$ cat config.mk
export PLATFORM = sky130hd
export DESIGN_NAME = pc_stack
export DESIGN_NICKNAME = d
export VERILOG_FILES = /design/src/rtl/pc_stack.sv
export SDC_FILE = /design/constraint.sdc
export NUM_CORES = 1
export LEC_CHECK = 0
export BUFFER_PORTS_ARGS = -buffer_cell sky130_fd_sc_hd__clkbuf_2
export CORE_UTILIZATION = 50
export DETAILED_ROUTE_END_ITERATION = 8
export GPL_TIMING_DRIVEN = 0
export PLACE_DENSITY = 0.76
export SYNTH_ARGS = -nofsm -noshare
export SYNTH_HDL_FRONTEND = slang
export SYNTH_SLANG_ARGS = --single-unit
$ cat constraint.sdc
create_clock -name clk -period 2.1 [get_ports clk]
set_clock_uncertainty 0.05 [all_clocks]
set_input_delay 0.21 -clock clk [delete_from_list [all_inputs] [get_ports clk]]
set_output_delay 0.21 -clock clk [all_outputs]
set_load 0.05 [all_outputs]
$ cat src/rtl/pc_stack.sv
// Program counter and shift-register return stack for a PIC16C5x core.
// Ports: clk, rst (sync, active-high), stall, pcOp/kIn/pclIn/paIn in;
// pcOut (fetch address), flush, stackDepth, stackOvf, stackUnf out.
module pc_stack #(
  parameter  int PC_WIDTH = 11,
  parameter  int DEPTH    = 2,
  localparam int DW       = $clog2(DEPTH + 1)
) (
  input  logic                clk,
  input  logic                rst,
  input  logic                stall,
  input  logic [2:0]          pcOp,
  input  logic [8:0]          kIn,
  input  logic [7:0]          pclIn,
  input  logic [1:0]          paIn,
  output logic [PC_WIDTH-1:0] pcOut,
  output logic                flush,
  output logic [DW-1:0]       stackDepth,
  output logic                stackOvf,
  output logic                stackUnf
);

  typedef enum logic [2:0] {
    OP_INC   = 3'b000,
    OP_SKIP  = 3'b001,
    OP_GOTO  = 3'b010,
    OP_CALL  = 3'b011,
    OP_RETLW = 3'b100,
    OP_PCLWR = 3'b101
  } pc_op_e;

  logic [PC_WIDTH-1:0] pc_q, pc_d;
  logic [PC_WIDTH-1:0] stk_q [DEPTH];
  logic [PC_WIDTH-1:0] stk_d [DEPTH];
  logic [DW-1:0]       depth_q, depth_d;
  logic                flush_q, flush_d;
  logic                ovf_q, ovf_d;
  logic                unf_q, unf_d;
  logic                push, pop;
  logic                full, empty;

  // Targets built at full 11-bit width, then trimmed; at narrower
  // widths the upper page bits simply fall off.
  logic [10:0]         goto_w, call_w, pcl_w;
  logic [PC_WIDTH-1:0] pc_inc;

  assign goto_w = {paIn, kIn};
  assign call_w = {paIn, 1'b0, kIn[7:0]};
  assign pcl_w  = {paIn, 1'b0, pclIn};
  assign pc_inc = pc_q + PC_WIDTH'(1);
  assign full   = (depth_q == DW'(DEPTH));
  assign empty  = (depth_q == '0);

  always_comb begin
    pc_d    = pc_q;
    flush_d = flush_q;
    stk_d   = stk_q;
    depth_d = depth_q;
    ovf_d   = ovf_q;
    unf_d   = unf_q;
    push    = 1'b0;
    pop     = 1'b0;
    if (!stall) begin
      flush_d = 1'b1;
      case (pcOp)
        OP_SKIP:  pc_d = pc_inc;
        OP_GOTO:  pc_d = goto_w[PC_WIDTH-1:0];
        OP_CALL: begin
          pc_d = call_w[PC_WIDTH-1:0];
          push = 1'b1;
        end
        OP_RETLW: begin
          pc_d = stk_q[0];
          pop  = 1'b1;
        end
        OP_PCLWR: pc_d = pcl_w[PC_WIDTH-1:0];
        default: begin
          pc_d    = pc_inc;
          flush_d = 1'b0;
        end
      endcase
      // pcOut is already the return address of the executing CALL.
      if (push) begin
        for (int i = 1; i < DEPTH; i++)
          stk_d[i] = stk_q[i-1];
        stk_d[0] = pc_q;
        if (full) ovf_d = 1'b1;
        else      depth_d = depth_q + DW'(1);
      end
      // Bottom entry is kept, so over-popping repeats it.
      if (pop) begin
        for (int i = 0; i < DEPTH - 1; i++)
          stk_d[i] = stk_q[i+1];
        if (empty) unf_d = 1'b1;
        else       depth_d = depth_q - DW'(1);
      end
    end
  end

  always_ff @(posedge clk) begin
    if (rst) begin
      pc_q    <= '1;
      flush_q <= 1'b1;
      depth_q <= '0;
      ovf_q   <= 1'b0;
      unf_q   <= 1'b0;
      for (int i = 0; i < DEPTH; i++)
        stk_q[i] <= '0;
    end else begin
      pc_q    <= pc_d;
      flush_q <= flush_d;
      depth_q <= depth_d;
      ovf_q   <= ovf_d;
      unf_q   <= unf_d;
      stk_q   <= stk_d;
    end
  end

  assign pcOut      = pc_q;
  assign flush      = flush_q;
  assign stackDepth = depth_q;
  assign stackOvf   = ovf_q;
  assign stackUnf   = unf_q;

endmodule

==> flow_metrics.py <==
metrics = {
    "outcome": {
        "status": "complete, no violations",
    },
    "worst_setup_path": {
        "crit_path_max_incr_delay_ns": 0.54,
        "start_kind": "register",
        "crit_chain": "ha_1, and3_1, nand2_1, o41a_1, o211ai_1",
        "startpoint": "pcOut[0]",
        "crit_slowest_cell": "dfxtp_1",
        "required_ns": 2.27,
        "r2r_start": "pcOut[0]",
        "critPathTopFamily": "flip-flops",
        "critPathMaxFanout": 10,
        "cp_num_buf_inv": 0,
        "path_class": "reg2reg",
        "setup.worst_path.end_class": "register",
        "cp.arrival_ns": 1.98,
    },
    "timing": {
        "hold_viol": 0,
        "finalCritPeriodShare_pct": 85.9,
        "rsz0062_at_grt": "no",
        "period_minus_slack_ns": 1.80,
        "worst_pin_slew_ns": 0.769,
        "setup_tns_ns": 0,
        "slew_headroom_pct": 48.4,
        "final-max-slew-violation-count": 0,
        "max_freq_mhz": 554,
        "setup_viol": 0,
    },
    "place": {
        "hpwl_microns": 3980,
        "io_buffer_count": 40,
        "placed_cells": 337,
        "place.gp.congestion": 0.871,
    },
    "die": {
        "fp-row-count": 23,
        "die_x_microns": 66.4,
        "core-area_sq_um": 4000,
        "die-height_microns": 66.4,
        "ioPinCount": 41,
        "dieArea_sq_um": 4410,
        "initial_core_util_pct": 51.8,
    },
    "clock_tree": {
        "cts.sinks": 38,
        "clock-root-buffer": "clkbuf_8",
        "htreeDepth": 2,
        "cts_tree": "yes",
        "clockBufferDepth": 2,
        "cts_setup_buffers": 0,
        "cts_buffers": 5,
        "post_cts_resized": 0,
        "clk_latency_ns": 0.29,
        "hold_buffers": 0,
        "clk_pin_slew_worst_paths_ns": 0.08,
    },
    "grt": {
        "grt_max_degree": 13,
        "antenna_found_initial": 0,
        "grt_usage_pct": 27.3,
        "grt_pass1_wl_microns": 8870,
        "overflow": 0,
        "grt_pass1_vias": 1844,
    },
    "yosys": {
        "async_reset_ff_share_pct": 0,
        "yosysSeqAreaShare_pct": 36.7,
        "netlist_area_sq_um": 2070,
        "syn_inst": 247,
        "syn_nets": 277,
        "ys_seq_elements": 38,
        "synth_top_cell_area_share_pct": 36.7,
        "synth_top_cell_by_area": "dfxtp_1",
        "synth.avg_cell_area_sq_um": 8.39,
        "synth_cell_type_count": 51,
        "ys_warn_count": 0,
        "yosys-top-cells-area": "dfxtp_1 (37%), a22oi_1 (5.8%), nand2_1 (5.8%)",
        "synth_ff_type": "dfxtp_1",
        "synth_edf_count": 0,
    },
    "drt": {
        "drtAntennaViolNets": 0,
        "wl_per_cell_microns": 16.0,
        "wl_microns": 5530,
        "drt_iter0_drc": 203,
        "drt_first_pass_iters": 4,
        "drc": 0,
        "route.vias.total": 2018,
        "via_per_inst": 5.85,
    },
    "layout": {
        "final_nets": 324,
        "antennaDiodeCount": 0,
        "layout_common_cells": "clkbuf_2 (40), dfxtp_1 (38), nand2_1 (32)",
        "syn_to_final_growth_pct": 17.9,
        "fin_cells": 345,
        "final_common_cell": "clkbuf_2",
        "drive_above_1_share_pct": 22.7,
    },
    "hold_path": {
        "hold_class": "in2reg",
        "hold_path.startpoint": "kIn[3]",
    },
    "power_and_ir_drop": {
        "ir_drop_uv": 436,
        "p_per_area_nw_per_um2": 743,
        "leakagePower_nw": 1.03,
    },
    "flow_run": {
        "max_cap_viol_count": 0,
    },
}
==> per-layer routing <==
layer / GRT usage [%] / vias up / share of wire [%]
li1: - / 999 / -
met1: 34.6 / 941 / 45
met2: 44.4 / 73 / 47
met3: 6.38 / 5 / 6.8
met4: 10.6 / 0 / 0.89
met5: 0 / - / 0
==> sequential cells by signal, summed over array words and instances (netlist names), named ones only <==
signal / count
stackDepth: 1
flush: 1
stackOvf: 1
pcOut: 11
stk_q: 22
stackUnf: 1
==> Yosys cell counts, types with 5 or more instances <==
cell and count:
dfxtp_1 38, nand2_1 32, a21oi_1 23, nor2_1 20, a22oi_1 16, a22o_1 12, o21ai_0 10, clkbuf_1 9
inv_1 7, mux2i_1 6, ha_1 5, mux2_2 5
==> cell families after synthesis <==
logic type | synth area share [%]
DFF | 36.7
xor gates and xnor gates | 0.845
and+or+nand+nor | 17.4
buffers and inverters | 5.85
adders and majority gates | 3.02
muxes | 5.61
AOI/OAI and AO/OA | 30.5
==> cell type report <==
class | count | area, sq um
Sequential cell | 38 | 761
Inverter | 7 | 26.3
Fill cell | 345 | 1560
Clock buffer | 5 | 68.8
Buffer | 18 | 95.1
Multi-Input combinational cell | 184 | 1190
Timing Repair Buffer | 40 | 200
Tap cell | 50 | 62.6
Clock inverter | 3 | 40.0
==> worst reg2reg max path: stages, from the launching register on <==
cell and delay, ns:
dfxtp_1 0.54, ha_1 0.26, and3_1 0.22, nand2_1 0.13, o41a_1 0.39, o211ai_1 0.15
==> report_power, final <==
group	leakage, nW	switching [mW]	internal (mW)
Clock	0.0579	0.268	0.350
Combinational	0.661	0.249	0.143
Sequential	0.310	0.0548	0.753
Total	1.03	0.572	1.25
==> final timing paths <==
check	to	slack, ns	depth (start not counted)
max	pcOut[10]	0.30	5
min	pcOut[3]	0.15	3
max reg2reg	pcOut[10]	0.30	5
min reg2reg	stk_q[3]	0.41	2
==> metrics by stage <==
step	hold WS (ns)	total power, mW	setup WS, ns	area, sq um	utilization [%]
after floorplan	0.340	1.10	0.175	2070	-
after global placement	0.391	1.21	0.331	2340	58.4
after detailed placement	0.397	1.21	0.310	2340	58.4
after CTS	0.143	1.83	0.289	2440	61.1
after global routing	0.161	1.90	0.182	2440	61.1
final	0.151	1.82	0.296	2440	61.1
Note: power is estimated with default switching activity, not from simulation.
